## src/rtl/hack_pkg.sv

```systemverilog
// Shared mode encodings and the per-lane operation used by the mask pipe.
package hack_pkg;

  typedef enum logic [1:0] {
    MODE_AND  = 2'b00,
    MODE_OR   = 2'b01,
    MODE_XOR  = 2'b10,
    MODE_PASS = 2'b11
  } mode_e;

  function automatic logic lane_op(input logic x, input logic g, input mode_e m);
    logic r;
    case (m)
      MODE_AND: r = x & g;
      MODE_OR:  r = x | g;
      MODE_XOR: r = x ^ g;
      default:  r = x;
    endcase
    return r;
  endfunction

endpackage

```

## src/rtl/sync_fifo.sv

```systemverilog
// Single-clock FIFO with occupancy count, synchronous flush and async reset.
// Storage is never reset; the head reads as zero whenever the FIFO is empty.
module sync_fifo #(
  parameter int WIDTH = 16,
  parameter int DEPTH = 4
) (
  input  logic                     clk,
  input  logic                     reset,
  input  logic                     flush,
  input  logic                     push,
  input  logic                     pop,
  input  logic [WIDTH-1:0]         wr_data,
  output logic [WIDTH-1:0]         rd_data,
  output logic [$clog2(DEPTH):0]   count,
  output logic                     full,
  output logic                     empty
);

  localparam int AW = $clog2(DEPTH);
  localparam int CW = $clog2(DEPTH) + 1;

  logic [WIDTH-1:0] mem [DEPTH];
  logic [AW-1:0]    wr_ptr_reg;
  logic [AW-1:0]    rd_ptr_reg;
  logic [CW-1:0]    count_reg;
  logic             do_push;
  logic             do_pop;

  assign full    = (count_reg == CW'(DEPTH));
  assign empty   = (count_reg == '0);
  // A flush cycle swallows any push or pop presented alongside it.
  assign do_push = push && !full && !flush;
  assign do_pop  = pop && !empty && !flush;

  always_ff @(posedge clk or posedge reset) begin
    if (reset) begin
      wr_ptr_reg <= '0;
      rd_ptr_reg <= '0;
      count_reg  <= '0;
    end else if (flush) begin
      wr_ptr_reg <= '0;
      rd_ptr_reg <= '0;
      count_reg  <= '0;
    end else begin
      if (do_push) wr_ptr_reg <= wr_ptr_reg + 1'b1;
      if (do_pop)  rd_ptr_reg <= rd_ptr_reg + 1'b1;
      case ({do_push, do_pop})
        2'b10:   count_reg <= count_reg + 1'b1;
        2'b01:   count_reg <= count_reg - 1'b1;
        default: count_reg <= count_reg;
      endcase
    end
  end

  always_ff @(posedge clk) begin
    if (do_push) mem[wr_ptr_reg] <= wr_data;
  end

  assign rd_data = empty ? '0 : mem[rd_ptr_reg];
  assign count   = count_reg;

endmodule

```

## src/rtl/and_mask_pipe.sv

```systemverilog
// Applies a broadcast gate bit to every lane of a word (AND/OR/XOR/PASS)
// and queues the results in a small output buffer with valid/ready handshakes.
module and_mask_pipe #(
  parameter int WIDTH = 16,
  parameter int DEPTH = 4
) (
  input  logic                   clk,
  input  logic                   reset,
  input  logic [WIDTH-1:0]       a,
  input  logic                   b,
  input  logic [1:0]             mode,
  input  logic                   in_valid,
  output logic                   in_ready,
  output logic [WIDTH-1:0]       out_data,
  output logic                   out_valid,
  input  logic                   out_ready,
  input  logic                   flush,
  output logic [$clog2(DEPTH):0] count
);

  import hack_pkg::*;

  logic [WIDTH-1:0] result;
  logic             full;
  logic             empty;

  generate
    for (genvar gi = 0; gi < WIDTH; gi++) begin : g_lane
      assign result[gi] = lane_op(a[gi], b, mode_e'(mode));
    end
  endgenerate

  sync_fifo #(
    .WIDTH (WIDTH),
    .DEPTH (DEPTH)
  ) u_fifo (
    .clk     (clk),
    .reset   (reset),
    .flush   (flush),
    .push    (in_valid),
    .pop     (out_ready),
    .wr_data (result),
    .rd_data (out_data),
    .count   (count),
    .full    (full),
    .empty   (empty)
  );

  // No pass-through: a full buffer refuses input even while it is draining.
  assign in_ready  = !full;
  assign out_valid = !empty;

endmodule

```

## config.mk

```make
export PLATFORM = sky130hd
export DESIGN_NAME = and_mask_pipe
export DESIGN_NICKNAME = d
export VERILOG_FILES = /design/src/rtl/hack_pkg.sv /design/src/rtl/sync_fifo.sv /design/src/rtl/and_mask_pipe.sv
export SDC_FILE = /design/constraint.sdc
export NUM_CORES = 1
export LEC_CHECK = 0
export BUFFER_PORTS_ARGS = -buffer_cell sky130_fd_sc_hd__buf_2
export CAP_MARGIN = 20
export CORE_ASPECT_RATIO = 1.1
export CORE_MARGIN = 8
export CORE_UTILIZATION = 60
export CTS_CLUSTER_DIAMETER = 150
export DETAILED_ROUTE_END_ITERATION = 10
export GPL_ROUTABILITY_DRIVEN = 0
export PLACE_DENSITY = 0.79
export SETUP_SLACK_MARGIN = 0.2
export SLEW_MARGIN = 20
export SYNTH_ARGS = -nofsm -noshare
export SYNTH_HDL_FRONTEND = slang
export SYNTH_SLANG_ARGS = --single-unit
```

## constraint.sdc

```tcl
create_clock -name clk -period 4.16 [get_ports clk]
set_input_delay 0.208 -clock clk [delete_from_list [all_inputs] [get_ports clk]]
set_output_delay 0.208 -clock clk [all_outputs]
set_load 0.01 [all_outputs]
```

# Word level (Yosys, flattened, before mapping)
# Memories as Yosys holds them, arrays and structs flattened.
# Index checks and enable logic that the tools add are counted.
# totals
regBits	7
ram_bits	64
input_bits	24
out_inout_bits	21
wordCells	98
memories	1
# op_classes
add_sub_neg	4
n_eq_ne	5
mux	25
bitwise_logic	48
n_reduce_logical	12
# mem_list
memory	depth	width	read_ports	rd_ports_with_merged_regs	write_ports	line	text
u_fifo.mem	4	16	1	0	1	sync_fifo.sv:22	logic [WIDTH-1:0] mem [DEPTH];
# op_table
op	count
1-bit case mux with 3 select lines	16
1-bit AND	16
16-bit 2-to-1 mux	1
1-bit bitwise OR	16
1-bit bitwise XOR	16
2-bit 2-to-1 mux	4
3-bit case mux with 2 select lines	1
2-bit by 1-bit adder with 2-bit output (second input constant)	2
2-bit by 1-bit equality test with 1-bit output (second input constant)	2
2-bit equality test (second input constant)	2
1-bit logical AND	4
2-bit nonzero test	2
3-bit by 1-bit adder with 3-bit output (second input constant)	1
3-bit equality test (second input constant)	1
1-bit zero test	3
3-bit zero test	1
3-bit 2-to-1 mux	1
3-bit nonzero test	1
3-bit by 1-bit subtractor with 3-bit output (second input constant)	1
2-bit zero test	1
1-bit 2-to-1 mux	2

# Depth between registers and ports, before layout
# depth
word_depth	7
ltp_mapped	8
depth_no_buf	7

# Cells and area by module
# From an unflattened synthesis, not the netlist that was laid out.
# unflattened
cells_unflattened	254
hier_area_um2	4083.9
# modules_own_cells
module	instances	cells_each	area_each_um2	seq_area_each_um2
sync_fifo	1	167	3120.5	2097.0
and_mask_pipe	1	87	963.4	0.0

# Least setup slack after synthesis
# No wires, ideal clock.
# synth_path
kind	register -> register
startpoint	reg u_fifo.count_reg[0] (netlist: u_fifo.count[0])
endpoint	reg u_fifo.count_reg[2] (netlist: u_fifo.count[2])
setup_ns	0.082
t_arrival_ns	2.509
required_ns	4.078
slack_ns	1.569
stages_incl_launch_ff	9
path_buffers	2
synth_period_minus_slack_ns	2.591
path_cell_list	dfrtp_1 > buf_4 > or3_1 > clkbuf_1 > nor3b_1 > fa_1 > or4b_1 > a21o_1 > a31oi_1
# synth_via
elab_chain_len	7
word_cells_on_any_way	15
classes_between	2 x add/sub; 3 x eq/ne; 2 x mux; 8 x reduce/logical
# synth_rtl
element	line	text
start, declared	sync_fifo.sv:25	logic [CW-1:0] count_reg;
start signal, assigned	sync_fifo.sv:48	2'b10: count_reg <= count_reg + 1'b1;
start signal, assigned	sync_fifo.sv:49	2'b01: count_reg <= count_reg - 1'b1;
start signal, assigned	sync_fifo.sv:50	default: count_reg <= count_reg;
3-bit equality test or 3-bit zero test (tied branches)	sync_fifo.sv:29, sync_fifo.sv:30	
1-bit zero test, on equally long branches	sync_fifo.sv:32, sync_fifo.sv:33	
1-bit logical AND, on equally long branches (2 in a row)	sync_fifo.sv:32, sync_fifo.sv:33	
2-bit by 1-bit equality test with 1-bit output or 2-bit equality test (tied branches)	sync_fifo.sv:47	case ({do_push, do_pop})
3-bit case mux with 2 select lines	sync_fifo.sv:47	
3-bit 2-to-1 mux	sync_fifo.sv:40	end else if (flush) begin
# Parallel ways exist; a longest one is shown, timed or not.
# A chain may end at the register's enable or synchronous reset.

# Worst setup path after layout
# Ends and elaborated chain as after synthesis.

==> key figures <==
Timing
  – RSZ-0062 raised after global routing: false
  – Min Tclk post-route: 2.80 ns
  – Worst clock skew: 0.00546 ns
  – Final Hold Fails: 0
  – Worst-Margin Slew: 0.871 ns
  – Fin. max-slew vios: 0
  – Total Neg Setup Slack: 0 ns
  – Final setup fails: 0
  – Fin crit share: 67.4%
  – Fmax: 0.357 GHz
  – Slew HR: 41.9%

Power and ir drop
  – VDD IR max: 0.252 mV
  – Pleak: 1.76 nW
  – Pwr Density: 408 mW/mm^2

Yosys
  – Synth top area cells: edfxtp_1 (49%), mux4_2 (19%), ha_1 (12%)
  – Mean Syn Cell Area: 15.3 um^2
  – Leading area contributor after synthesis: edfxtp_1
  – Number of flops mapped to enable cells by yosys: 64
  – Post-Syn Nets: 315
  – Sequential area share after synthesis: 53.9%
  – Async SR Flop Fraction: 9.86%
  – Primary FF master, synth: edfxtp_1
  – YS warnings: 0
  – Synth top area share: 49.4%
  – Top post-synthesis cells by count: edfxtp_1 (64), inv_1 (37), ha_1 (36)
  – Yosys reg bits: 71
  – Library cells used by synthesis: 32
  – Post-synthesis cell count: 254
  – Synth Cell Area: 0.00389 mm^2
  – Most instantiated library cell after synthesis: edfxtp_1

Global routing
  – Largest net degree at the start of global routing: 21
  – Met1 GRT Util: 19.5%
  – Vias in the first global route: 2297
  – First-pass GRT wire length: 11400 um
  – GRT Overall Usage: 15.8%
  – GR Overflow Total: 0
  – Met3 Resource Use GR: 4.33%
  – GRT busiest layer: met2
  – Met2 usage in global routing: 26.0%
  – Initial antenna violation count: 0

Worst setup path
  – WP buf/inv: 0
  – CP Capture Point: u_fifo.count[2]
  – Crit Path Class: reg -> reg
  – Worst R2R Start: u_fifo.count[0]
  – R2r worst-path depth: 6
  – Slowest Stage Delay on Critical Path: 0.67 ns
  – Crit-path slowest cell: or3_1
  – Top delay family on crit path: simple AND/OR/NAND/NOR gates
  – Reg2reg end: u_fifo.count[2]
  – Crit. Startpoint: u_fifo.count[0]
  – CP Capture Type: register
  – Startpoint types: register
  – Worst EP required: 4.42 ns
  – Arrival time at the worst endpoint: 3.07 ns
  – R2R setup slack: 1.36 ns
  – CP Cell Sequence: or3_1 > nor3b_1 > fa_1 > or4b_1 > a21o_1 > a31oi_1
  – Max FO, Critical Path: 20
  – Critical path depth in cells: 6

Status
  – Outcome: completed

Routing
  – Routed Antenna Nets: 0
  – Via density: 5.62
  – DRC viols: 0
  – Starting DRC count in detailed routing: 100
  – WL/cell: 17.5 um
  – Final wirelength: 6660 um
  – Detailed Routing Iterations Pass 1: 4
  – Via total after detailed routing: 2140

Finish
  – Fillers: 429
  – Share of layout cells above drive strength 1: 30.6%
  – Area grow syn2layout: 12.6%
  – Number of antenna diodes: 0
  – Non-filler cells, final: 381
  – Largest register FFs: 64
  – Nets@finish: 357

Min path
  – Worst hold start: flush
  – WHS Path Cells: 2
  – Worst min path class: in -> reg

Clock network
  – CTS sink count: 71
  – Clk buf depth: 2
  – Hold-fix buffers at CTS: 1
  – CTS clk-pin slew, worst paths: 0.07 ns
  – TritonCTS Buffers: 9
  – Number of H-tree branching levels: 3
  – CTS root buffer: clkbuf_8
  – CTS tree: built
  – Worst skew pair latency: 0.34 ns
  – Post_cts resized: 0
  – Setup Buffers After CTS: 0

Floorplanning
  – DIE AREA: 0.00931 mm^2
  – Row count: 30
  – Top Ports: 45
  – Initial Utilization: 62.4%
  – DIE HEIGHT: 100 um
  – Core ar.: 0.00623 mm^2
  – DIE WIDTH: 92.7 um

Job
  – Max cap viols: 0

Placement
  – Port Buf Inserts: 44
  – Hpwl dp: 4340 um
  – Placed cells: 364
==> worst register-to-register path, delay by kind of cell (launching register included) <==
kind                       cells  cell delay, ns
AOI/OAI and AO/OA              2            0.33
adders and majority gates      1            0.42
DFF                            1            0.50
and+or+nand+nor                3            1.48
==> power by group <==
part           internal, mW  switching (mW)
registers             0.823          0.0339
clock network         0.394           0.242
logic                 0.144           0.147
total                  1.36           0.423
==> cell type report <==
type,instances,area [um^2],share of cell area [%]
Inverter,37,139,3.17
Timing Repair Buffer,45,230,5.26
Sequential cell,71,2100,47.9
Tap cell,80,100,2.29
Clock buffer,9,124,2.83
Multi-Input combinational cell,132,1570,36.0
Clock inverter,7,111,2.54
==> cell families after synthesis <==
kind of cell | count (synthesis) | share of synthesized area [%]
buffers and inverters | 51 | 5.57
AND/OR/NAND/NOR | 47 | 6.98
XOR/XNOR | 5 | 1.13
adder cells (fa/ha/maj) | 37 | 12.1
AO/OA/AOI/OAI | 11 | 1.74
flip-flops | 71 | 53.9
multiplexers | 32 | 18.5
==> layout by cell type (no fill, tap or decap), types with 2 or more instances in the layout <==
cell,synthesis,routed
inv_1,37,37
and2_1,20,20
or3_1,2,2
xor2_1,3,3
a21o_1,2,2
clkbuf_8,0,9
mux4_2,32,32
a21oi_1,4,4
edfxtp_1,64,64
buf_2,8,44
nor2_1,6,6
xnor2_1,2,2
clkinv_1,0,2
ha_1,36,36
bufinv_16,0,3
nor3b_1,2,2
o21ai_0,2,2
nand2_1,5,5
dfrtp_1,7,6
nand3_1,5,5
==> layer usage <==
| metal | vias up | part of all wire (%) |
|---|---|---|
| li1 | 1011 | - |
| met1 | 1072 | 45 |
| met2 | 51 | 49 |
| met3 | 6 | 5.0 |
| met4 | 0 | 1.4 |
| met5 | - | 0 |
==> how the worst min path moves through the flow <==
stage                                      end  slack [ns]
after floorplan                u_fifo.count[0]        0.01
after global placement         u_fifo.count[0]        0.15
after detailed placement       u_fifo.count[0]        0.15
after CTS                      u_fifo.count[2]        0.14
after global routing           u_fifo.count[2]        0.15
final                     u_fifo.rd_ptr_reg[0]        0.16
==> through the flow <==
step                      util [%]  instance area [um^2]  hold WS [ns]  total power [mW]  setup slack (ns)
after floorplan                  -                  3890        0.0114              1.07              1.57
after global placement        66.3                  4130         0.152              1.15              1.42
after detailed placement      66.3                  4130         0.149              1.16              1.37
after CTS                     70.2                  4380         0.144              1.80              1.36
after global routing          70.2                  4380         0.153              1.86              1.21
final                         70.2                  4380         0.158              1.78              1.36
No activity file was read; power rests on OpenSTA's default activity.
